## config.mk

```make
export PLATFORM = sky130hd
export DESIGN_NAME = mode_transition_guard
export DESIGN_NICKNAME = d
export VERILOG_FILES = /design/src/rtl/mode_guard_pkg.sv /design/src/rtl/mode_guard_dwell_timer.sv /design/src/rtl/mode_transition_guard.sv
export SDC_FILE = /design/constraint.sdc
export NUM_CORES = 1
export LEC_CHECK = 0
export BUFFER_PORTS_ARGS = -buffer_cell sky130_fd_sc_hd__buf_4
export CAP_MARGIN = 10
export CORE_MARGIN = 2
export CORE_UTILIZATION = 50
export DETAILED_ROUTE_END_ITERATION = 6
export PLACE_DENSITY = 0.83
export SYNTH_ARGS = -nofsm -noshare
export SYNTH_HDL_FRONTEND = slang
export SYNTH_SLANG_ARGS = --single-unit
```

## constraint.sdc

```tcl
create_clock -name clk -period 1.86 [get_ports clk]
set_clock_uncertainty 0.15 [all_clocks]
set_input_delay 0.186 -clock clk [delete_from_list [all_inputs] [get_ports clk]]
set_output_delay 0.186 -clock clk [all_outputs]
set_load 0.01 [all_outputs]
```

## src/rtl/mode_guard_pkg.sv

```systemverilog
// Shared types for the guarded mode FSM.
// Mode and state encodings plus the adjacency rule.
package mode_guard_pkg;

    typedef enum logic [1:0] {
        SAFE = 2'd0,
        LOW  = 2'd1,
        MID  = 2'd2,
        HIGH = 2'd3
    } mode_e;

    typedef enum logic [2:0] {
        S_SAFE = 3'd0,
        S_LOW  = 3'd1,
        S_MID  = 3'd2,
        S_HIGH = 3'd3,
        S_LOCK = 3'd4
    } guard_state_e;

    localparam int MODE_VALID_BIT = 2;

    // Widen before +/-1 so HIGH never wraps around to SAFE.
    function automatic logic is_adjacent(input mode_e cur, input mode_e tgt);
        logic [2:0] c;
        logic [2:0] t;
        c = {1'b0, cur};
        t = {1'b0, tgt};
        return (t == c + 3'd1) || (c == t + 3'd1);
    endfunction

endpackage

```

## src/rtl/mode_guard_dwell_timer.sv

```systemverilog
// Reusable dwell down-counter: load, clear, registered busy flag.
// Named mode_dwell_timer; clear has priority over load.
module mode_dwell_timer
    import mode_guard_pkg::*;
#(
    parameter int CYCLES = 4
) (
    input  logic clk,
    input  logic rst_n,
    input  logic i_load,
    input  logic i_clear,
    output logic o_busy
);

    localparam int CW = (CYCLES < 1) ? 1 : $clog2(CYCLES + 1);

    logic [CW-1:0] r_cnt;
    logic [CW-1:0] w_cnt_next;
    logic          r_busy;

    always_comb begin
        w_cnt_next = r_cnt;
        if (i_clear) begin
            w_cnt_next = '0;
        end else if (i_load) begin
            w_cnt_next = CW'(CYCLES);
        end else if (r_cnt != '0) begin
            w_cnt_next = r_cnt - CW'(1);
        end
    end

    always_ff @(posedge clk or negedge rst_n) begin
        if (!rst_n) begin
            r_cnt  <= '0;
            r_busy <= 1'b0;
        end else begin
            r_cnt  <= w_cnt_next;
            r_busy <= (w_cnt_next != '0);
        end
    end

    assign o_busy = r_busy;

endmodule

```

## src/rtl/mode_transition_guard.sv

```systemverilog
// Hardened mode FSM: adjacent steps, dwell time, illegal-request lockout.
// Unused state encodings fall into LOCK.
module mode_transition_guard
    import mode_guard_pkg::*;
#(
    parameter int DWELL_CYCLES = 4,
    parameter int ERR_LIMIT    = 3,
    parameter int ERR_W        = $clog2(ERR_LIMIT + 1)
) (
    input  logic             clk,
    input  logic             rst_n,
    input  logic [2:0]       req_code,
    input  logic             unlock_i,
    output logic [1:0]       mode_o,
    output logic             mode_valid_o,
    output logic             busy_o,
    output logic             illegal_o,
    output logic [ERR_W-1:0] err_cnt_o,
    output logic             lockout_o
);

    guard_state_e     r_state;
    guard_state_e     w_next;
    logic [ERR_W-1:0] r_err;
    logic [ERR_W-1:0] w_err_next;
    logic [ERR_W-1:0] w_err_inc;
    logic [1:0]       r_mode;
    logic             r_mode_valid;
    logic             r_illegal;
    logic             r_lock;
    logic             w_illegal;
    logic             w_load;
    logic             w_clear;
    logic             w_busy;
    logic             w_req_v;
    mode_e            w_cur;
    mode_e            w_tgt;

    assign w_req_v   = req_code[MODE_VALID_BIT];
    assign w_cur     = mode_e'(r_state[1:0]);
    assign w_tgt     = mode_e'(req_code[1:0]);
    assign w_err_inc = r_err + ERR_W'(1);

    always_comb begin
        w_next     = r_state;
        w_err_next = r_err;
        w_illegal  = 1'b0;
        w_load     = 1'b0;
        w_clear    = 1'b0;
        case (r_state)
            S_SAFE, S_LOW, S_MID, S_HIGH: begin
                if (w_req_v && (w_tgt != w_cur)) begin
                    if (w_tgt == SAFE) begin
                        w_next  = S_SAFE;
                        w_clear = 1'b1;
                    end else if (w_busy) begin
                        w_next = r_state;
                    end else if (is_adjacent(w_cur, w_tgt)) begin
                        w_next = guard_state_e'({1'b0, w_tgt});
                        w_load = 1'b1;
                    end else begin
                        w_illegal = 1'b1;
                        if (r_err < ERR_W'(ERR_LIMIT)) begin
                            w_err_next = w_err_inc;
                        end
                        if (w_err_inc >= ERR_W'(ERR_LIMIT)) begin
                            w_next  = S_LOCK;
                            w_clear = 1'b1;
                        end
                    end
                end
            end
            S_LOCK: begin
                if (unlock_i) begin
                    w_next     = S_SAFE;
                    w_err_next = '0;
                    w_clear    = 1'b1;
                end
            end
            default: begin
                w_next  = S_LOCK;
                w_clear = 1'b1;
            end
        endcase
    end

    always_ff @(posedge clk or negedge rst_n) begin
        if (!rst_n) begin
            r_state      <= S_SAFE;
            r_err        <= '0;
            r_mode       <= 2'd0;
            r_mode_valid <= 1'b1;
            r_illegal    <= 1'b0;
            r_lock       <= 1'b0;
        end else begin
            r_state      <= w_next;
            r_err        <= w_err_next;
            r_illegal    <= w_illegal;
            r_lock       <= (w_next == S_LOCK);
            r_mode_valid <= (w_next != S_LOCK);
            r_mode       <= (w_next == S_LOCK) ? 2'd0 : w_next[1:0];
        end
    end

    mode_dwell_timer #(
        .CYCLES (DWELL_CYCLES)
    ) u_dwell (
        .clk     (clk),
        .rst_n   (rst_n),
        .i_load  (w_load),
        .i_clear (w_clear),
        .o_busy  (w_busy)
    );

    assign mode_o       = r_mode;
    assign mode_valid_o = r_mode_valid;
    assign busy_o       = w_busy;
    assign illegal_o    = r_illegal;
    assign err_cnt_o    = r_err;
    assign lockout_o    = r_lock;

endmodule
```

==> After elaboration in Yosys (flattened, before gate mapping) <==
Cells that the tools add are included.
{ "totals": {"output_inout_bits": 8, "ff_bits": 14, "input_bits": 6, "wordCells": 73} }
{ "op_classes": {"n_eq_ne": 15, "reduce_logical": 9, "magnitude_cmp": 2, "n_addsub": 4, "mux": 35} }
{ "ops": {"columns": ["operator", "n"], "rows": [
  ["2-to-1 mux 3 bit", 9],
  ["2-to-1 mux 1 bit", 16],
  ["2-to-1 mux 2 bit", 7],
  ["!= test 2 bit, second input constant", 6],
  ["AND reduction 7 bit", 1],
  ["adder 2 x 1 -> 3 bit, second input constant", 2],
  ["== test 2 x 3 -> 1 bit", 2],
  ["== test 3 x 2 -> 1 bit, second input constant", 2],
  ["== test 3 bit, second input constant", 2],
  ["one-hot mux 3 bit (2 select lines)", 1],
  ["nonzero test 3 bit", 2],
  ["one-hot mux 2 bit (2 select lines)", 1],
  ["OR reduction 4 bit", 1],
  ["== test 3 x 1 -> 1 bit, second input constant", 1],
  ["logical NOT 3 bit", 1],
  ["!= test 3 bit, second input constant", 1],
  ["subtractor 3 x 1 -> 3 bit, second input constant", 1],
  ["adder 2 x 1 -> 2 bit, second input constant", 1],
  [">= comparator 2 bit, second input constant", 1],
  ["logical NOT 2 bit", 1],
  ["< comparator 2 bit, second input constant", 1],
  ["!= test 2 bit", 1],
  ["one-hot mux 1 bit (2 select lines)", 1],
  ["nonzero test 2 bit", 1],
  ["2 further kinds", 2]
]} }

==> Logic depth before layout (Yosys ltp) <==
Gate-level depths: netlist (run 1).
{ "depth": {"word_depth": 11, "depth_mapped": 7, "depth_no_buf": 7} }

==> Hierarchy <==
A second synthesis (run 1) with hierarchy kept.
{ "hier_totals": {"cells_unflattened": 90, "area_unflattened_um2": 842.1} }
{ "modules_own_cells": {"columns": ["module", "area_each_um2", "cells_per_inst", "seq_area_each_um2", "n_inst"], "rows": [
  ["mode_transition_guard", 640.6, 70, 226.5, 1],
  ["mode_dwell_timer", 201.4, 20, 100.1, 1]
]} }

==> Worst setup path after synthesis (run 1) <==
Ideal clock, no wire load.
{ "synth_path": {"path_type": "register to register", "from": "reg r_state[0]", "to": "reg u_dwell.r_busy (netlist: u_dwell.o_busy)", "path_buffers": 0, "path_slack_ns": -0.190, "t_arrival_ns": 1.776, "stages_incl_launch_ff": 8, "t_required_ns": 1.586, "setup_time_ns": 0.124, "period_less_slack_ns": 2.050, "cell_sequence": "dfrtp_1 -> inv_1 -> ha_1 -> xor2_1 -> o22ai_2 -> a2111oi_0 -> o21ai_1 -> o31a_1"} }
{ "synth_via": {"elab_chain_cells": 11, "elab_cells_between_ends": 25, "classes_between": "add/sub (1); eq/ne (7); mux (12); reduce/logical (5)"} }
{ "synth_lines": {"columns": ["element", "line", "rtl"], "rows": [
  ["from (decl)", "mode_transition_guard.sv:22", "guard_state_e r_state;"],
  ["from (signal assigned)", "mode_transition_guard.sv:96", "r_state <= w_next;"],
  ["adder 2 x 1 -> 3 bit", "mode_guard_pkg.sv:28", "return (t == c + 3'd1) || (c == t + 3'd1);"],
  ["== test 2 x 3 -> 1 bit", "mode_guard_pkg.sv:28", null],
  ["logical OR 1 bit", "mode_guard_pkg.sv:28", null],
  ["2-to-1 mux 1 bit", "mode_transition_guard.sv:58", "end else if (is_adjacent(w_cur, w_tgt)) begin"],
  ["2-to-1 mux 1 bit", "mode_transition_guard.sv:56", "end else if (w_busy) begin"],
  ["2-to-1 mux 1 bit", "mode_transition_guard.sv:53", "if (w_tgt == SAFE) begin"],
  ["2-to-1 mux 1 bit", "mode_transition_guard.sv:52", "if (w_req_v && (w_tgt != w_cur)) begin"],
  ["2-to-1 mux 1 bit", "mode_transition_guard.sv:50", "case (r_state)"],
  ["2-to-1 mux 3 bit", "mode_guard_dwell_timer.sv:25", "end else if (i_load) begin"],
  ["2-to-1 mux 3 bit (*)", "mode_guard_dwell_timer.sv:23", "if (i_clear) begin"],
  ["nonzero test 3 bit (*)", "mode_guard_dwell_timer.sv:38", "r_busy <= (w_cnt_next != '0);"],
  ["to (signal assigned)", "mode_guard_dwell_timer.sv:38", null],
  ["to (decl)", "mode_guard_dwell_timer.sv:19", "logic r_busy;"]
]} }
Every way passes the cells marked *; elsewhere a longest branch is shown, timed or not.
A chain may end at the register's enable or synchronous reset.

==> Final worst setup path (run 1) <==
{ "layout_path": {"from": "reg r_state[0]", "to": "reg r_state[0]"} }
{ "layout_via": {"elab_chain_cells": 8, "elab_cells_between_ends": 19, "classes_between": "add/sub (1); eq/ne (7); mux (7); reduce/logical (4)"} }
{ "layout_lines": {"columns": ["element", "line", "rtl"], "rows": [
  ["adder 2 x 1 -> 3 bit", "mode_guard_pkg.sv:28", null],
  ["== test 2 x 3 -> 1 bit", "mode_guard_pkg.sv:28", null],
  ["logical OR 1 bit", "mode_guard_pkg.sv:28", null],
  ["2-to-1 mux 3 bit", "mode_transition_guard.sv:58", null],
  ["2-to-1 mux 3 bit", "mode_transition_guard.sv:56", null],
  ["2-to-1 mux 3 bit", "mode_transition_guard.sv:53", null],
  ["2-to-1 mux 3 bit", "mode_transition_guard.sv:52", null],
  ["one-hot mux 3 bit (2 select lines) (*)", "mode_transition_guard.sv:50", null],
  ["via w_next[0]", "mode_transition_guard.sv:23", "guard_state_e w_next;"]
]} }
Mark *: on every way through the listed nets, which the timed path passes. The rest lies on a longest branch.

==> impl_metrics.ini, run 1 <==
[sta]
tightest_slew_ps = 384.1
hold-worst-slack_ps = 118.5
fin_ws_ps = -132.5
fmax_mhz = 501.9
drv_slew = 0
rsz0062_at_grt = yes
period_share = 1.071
relSlewSlack = 0.7413
finalHoldViolCount = 0
fin_crit_ps = 1992
finalSetupViolCount = 11

[place]
place.gp.congestion = 0.8785
port_buffers = 13
post-dp-hpwl_um = 1965
dp_cells = 151

[logic_synthesis]
netlist_instances = 98
netlist_area_um2 = 957.2
async_flop_share = 1.000
synth_edf_count = 0
ys_seq_area_frac = 0.3412
yosys_register_bits = 13
yosysUniqueCellTypes = 37
synth_ff_type = dfrtp_1
synth.avg_cell_area_um2 = 9.767
synth_nets = 115
yosysWarnings = 0

[critical_path]
crit_start = r_state[0]
r2r_slack_ps = -130
crit_path_end = r_state[0]
critPathLaunchType = flip-flop
r2r_start = r_state[0]
rr_worst_depth = 7
criticalPathCategory = flip-flop to flip-flop
crit_path_end_kind = flip-flop
r2r_end = r_state[0]
worstPathRequired_ps = 1880
critPathMaxFanout = 5
worst_ep_arrival_time_ps = 2010

[die]
die_area_mm2 = 0.002281
core_region_area_mm2 = 0.001764
die_h_um = 47.76
die_w_um = 47.76
num_rows = 15
start_util = 0.5426
io-pin-count = 14

[drt]
wirelength_um = 2845
vias_per_cell = 5.906
ant_nets = 0
drc = 0
dr.pass1.iters = 4
routedWlPerCell_um = 17.78
vias = 945
drt_iter0_drc = 38

[clock_tree]
htreeDepth = 1
cts_inserted_buffers = 3
insertion_delay_ps = 280
clock_sinks = 13
cts-root-buf = clkbuf_4
cts_buffer_depth = 2
clk_pin_slew_ps = 90
cts_tree = built

[run_status]
outcome = complete, but fails checks
violations = setup timing

[grt]
grt-ovfl-total = 0
antenna_found_initial = 0
grt_pass1_wl_um = 4215
grt_max_degree = 14
grt_pass1_vias = 913
grt_usage = 0.2741

[layout]
fin_nets = 153
drive_above_1_share = 0.4889
final_util = 0.8085
diodes = 0
layout.cells.non_filler = 160
area_growth_pct = 49.02

[power_and_ir_drop]
p_total_w = 0.002200
p_per_area_mw_per_mm2 = 1542
vdd_drop_max_mv = 1.288
leakage_nw = 0.6620

[hold_path]
hold_class = input pin to async pin

[job]
cap_violations = 0
==> sequential cells by signal, summed over array words and instances, names as in the netlist <==
signal	flops
r_state	3
u_dwell.r_cnt	3
mode_o	1
lockout_o	1
err_cnt_o	2
illegal_o	1
mode_valid_o	1
u_dwell.o_busy	1
==> worst max-delay path, stage by stage (launching register included) <==
cell,delay (ps)
dfrtp_2,460
inv_4,100
ha_4,220
xor2_4,150
o22ai_4,210
and4_4,290
o21ai_2,50
o31a_1,250
==> layer usage <==
| layer | track usage | vias up | share of wire | wire length [um] |
|---|---|---|---|---|
| met5 | 0 | - | 0 | 0 |
| met4 | 0.1081 | 0 | 0.045 | 127 |
| met3 | 0.04906 | 17 | 0.054 | 155 |
| met2 | 0.4960 | 44 | 0.51 | 1439 |
| met1 | 0.3157 | 459 | 0.39 | 1123 |
| li1 | - | 425 | - | - |
==> report_power, final <==
group	leakage, nW	switching (W)	internal (W)
clock	0.0150	0.0000989	0.0000830
sequential	0.166	0.0000867	0.000394
combinational	0.481	0.000784	0.000753
==> stage by stage <==
step	worst slack, ps	setup TNS (ps)	cell area (um2)
after global placement	-68.42	-357.8	1231
after floorplan	2.385	0	989.7
final	-132.5	-851.1	1426
after detailed placement	-116.3	-942.7	1231
after CTS	-117.9	-866.7	1333
after global routing	-180.5	-1553	1426
==> area by class of cell <==
| class | count | area [um2] |
|---|---|---|
| Clock buffer | 4 | 26.28 |
| Timing Repair Buffer | 34 | 265.3 |
| Inverter | 11 | 43.79 |
| Multi-Input combinational cell | 73 | 730.7 |
| Sequential cell | 13 | 329.1 |
| Fill cell | 112 | 337.8 |
| Tap cell | 25 | 31.28 |
==> cells by family after synthesis <==
| logic type | after synthesis | synth area share |
|---|---|---|
| buffers and inverters | 12 | 0.05098 |
| and+or+nand+nor | 29 | 0.1530 |
| muxes | 2 | 0.02092 |
| adders and majority gates | 11 | 0.1438 |
| xor gates and xnor gates | 5 | 0.05360 |
| DFF | 13 | 0.3412 |
| AOI/OAI and AO/OA | 26 | 0.2366 |
==> Yosys cell counts (2+ instances only) <==
master   count  area share
nand3_1      3       0.016
nor2_1       5       0.020
o32ai_1      2       0.018
nand2_1      9       0.035
or2_2        3       0.020
xor2_1       4       0.037
a21o_1       2       0.016
mux2i_1      2       0.021
o21ai_0      5       0.026
o21ai_1      3       0.016
o31a_1       2       0.018
nor3_1       2       0.010
ha_1        11        0.14
inv_1       11       0.043
dfrtp_1     12        0.31
==> placed cells by master, fill, tap and decap left out, types with 2 or more instances in the layout <==
master and instances:
o32ai_2 2, dfrtp_1 10, clkbuf_4 3, o21ai_0 4, nand3_1 3, xor2_1 2, o21ai_2 4, nor2_1 4
ha_4 2, or2_4 2, buf_4 31, dfrtp_2 2, buf_6 2, inv_1 9, o31a_1 2, mux2i_1 2
nand2_1 8, xor2_4 2, ha_1 9, a21o_1 2
==> how the worst min path moves through the flow <==
| stage | startpoint | to | slack, ps | depth (start not counted) |
|---|---|---|---|---|
| after floorplan | rst_n | err_cnt_o[0] | -260 | 0 |
| after global placement | rst_n | lockout_o | -110 | 1 |
| after detailed placement | rst_n | lockout_o | -110 | 1 |
| after CTS | rst_n | lockout_o | 130 | 2 |
| after global routing | rst_n | lockout_o | 140 | 2 |
| final | rst_n | lockout_o | 120 | 2 |
==> what timing repair did <==
item	CTS	global route
endpoints found under the hold margin	13	0
pin swaps	12	9
gates resized for setup	10	13
setup buffers	2	2
endpoints found under the setup margin	11	12
hold buffers	1	0
gates cloned	0	0
No activity file was read; power rests on OpenSTA's default activity.
==> run 2: changes to the inputs <==
- CAP_MARGIN: 10 -> default
- CELL_PAD_IN_SITES_DETAIL_PLACEMENT: default -> 1
- CELL_PAD_IN_SITES_GLOBAL_PLACEMENT: default -> 2
- CORE_UTILIZATION: 50 -> 31
- PLACE_DENSITY: 0.83 -> 0.82
==> run 2 against run 1 <==
The run still ends with setup timing left. Hold slack better by 22 ps. Critical path depth unchanged. Clock power up 2%. Fmax up 2.6%. Sequential power down 3%. Global-route usage down 11 points. Setup slack better by 50 ps. Sequential share of layout area down 0.40 points. First-iteration DRC count down 39%. Highest routed layer unchanged.
==> impl_metrics.ini, run 2 (same netlist as run 1, synthesis figures left out) <==
[run_status]
outcome = complete, but fails checks
violations = setup timing

[job]
cap_violations = 0

[die]
io-pin-count = 14
start_util = 0.3188
die_w_um = 59.57
die_h_um = 59.57
num_rows = 20
core_region_area_mm2 = 0.003003
die_area_mm2 = 0.003548

[clock_tree]
clk_pin_slew_ps = 90
htreeDepth = 1
clock_sinks = 13
cts-root-buf = clkbuf_4
cts_buffer_depth = 2
insertion_delay_ps = 280
cts_inserted_buffers = 3
cts_tree = built

[drt]
wirelength_um = 2686
wl_met3_um = 62
vias = 884
wl_met2_um = 1421
routedWlPerCell_um = 15.44
topRoutingLayerUsed = met4
routedLengthMet1_um = 1165
dr.pass1.iters = 4
drc = 0
ant_nets = 0
vias_per_cell = 5.080
drt_iter0_drc = 23

[layout]
final_common_cell = buf_4
area_growth_pct = 51.63
drive_above_1_share = 0.5035
final_cell_mix = 38 x buf_4, 10 x dfrtp_1, 9 x inv_1
fin_area_mm2 = 0.001451
multiInputGateArea_um2 = 704.4
fin_nets = 159
seqCellArea_um2 = 329.1
diodes = 0
fill_cells = 345

[critical_path]
critPathMaxStageDelay_ps = 420
r2r_start = r_state[0]
critPathLaunchType = flip-flop
slowest_stage = dfrtp_2
worst_ep_arrival_time_ps = 1960
r2r_slack_ps = -80
worstPathCellList = inv_4 -> ha_4 -> xor2_2 -> o22ai_4 -> a2111oi_2 -> o21ai_1 -> o31a_1
worstPathRequired_ps = 1880
crit_path_end = u_dwell.o_busy
crit_start = r_state[0]
rr_worst_depth = 7
crit_path_end_kind = flip-flop
criticalPathCategory = flip-flop to flip-flop
critPathMaxFanout = 4
r2r_end = u_dwell.o_busy

[grt]
grt_pass1_vias = 929
grt-ovfl-total = 0
grt_usage = 0.1681
grt_max_degree = 14
grt_pass1_wl_um = 4395
antenna_found_initial = 0

[sta]
finalSetupViolCount = 11
rsz0062_at_grt = yes
relSlewSlack = 0.8045
fmax_mhz = 514.8
tightest_slew_ps = 292.2
fin_crit_ps = 1943
period_share = 1.044
hold-worst-slack_ps = 140.2
fin_ws_ps = -82.52
drv_slew = 0
finalSetupTns_ps = -597.7
finalHoldViolCount = 0

[power_and_ir_drop]
vdd_drop_max_mv = 0.5871
p_per_area_mw_per_mm2 = 1478
leakage_nw = 0.6748
p_total_w = 0.002145

[place]
post-dp-hpwl_um = 2114
placed_area_mm2 = 0.001271
port_buffers = 13
dp_slack_ps = -183.0
place.gp.congestion = 0.8367

[hold_path]
hold_class = input pin to async pin
[run 2: power by group]
part,internal [W],switching [W],leakage [nW]
Clock,0.0000833,0.000103,0.0150
Sequential,0.000394,0.0000732,0.166
Combinational,0.000753,0.000738,0.494
Total,0.00123,0.000914,0.675
[run 2: metrics by stage]
step / util / cells
finish: 0.4833 / 174
global route: 0.4833 / 174
CTS: 0.4533 / 170
detailed placement: 0.4233 / 163
global placement: 0.4233 / 163
floorplan: - / 98
[run 2: repair_timing]
item,CTS,global route
hold buffers,1,0
pin swaps,11,10
hold endpoints to repair,13,0
buffers inserted,2,4
gates cloned,0,0
setup endpoints to repair,11,12
gates resized for setup,6,12
[run 2: worst max-delay path: cells and delay by family, from the launching register on]
kind / cells / cell delay, ps
compound gates: 4 / 760
xor+xnor: 1 / 170
fa+ha+maj: 1 / 270
buf+inv: 1 / 60
flops: 1 / 420
[run 2: worst min path at each step]
| stage | start | to | slack [ps] | cells after the start |
|---|---|---|---|---|
| 6_report | rst_n | illegal_o | 140 | 2 |
| 3_3_place_gp | rst_n | mode_o[1] | -110 | 1 |
| 5_1_grt | rst_n | u_dwell.r_cnt[1] | 160 | 2 |
| 3_5_place_dp | rst_n | illegal_o | -110 | 1 |
| 2_1_floorplan | rst_n | err_cnt_o[0] | -260 | 0 |
| 4_1_cts | rst_n | illegal_o | 140 | 2 |
[run 2: layout make-up]
type                            instances  area share
Clock buffer                            4     0.01810
Timing Repair Buffer                   40      0.2112
Tap cell                               33     0.02845
Multi-Input combinational cell         73      0.4853
Inverter                               11     0.03017
Sequential cell                        13      0.2267
[run 2: routing by layer]
layer,global-route usage,vias to the layer above
met3,0.02620,5
met1,0.2078,433
li1,-,435
met4,0.04762,0
met2,0.2998,11
met5,0,-
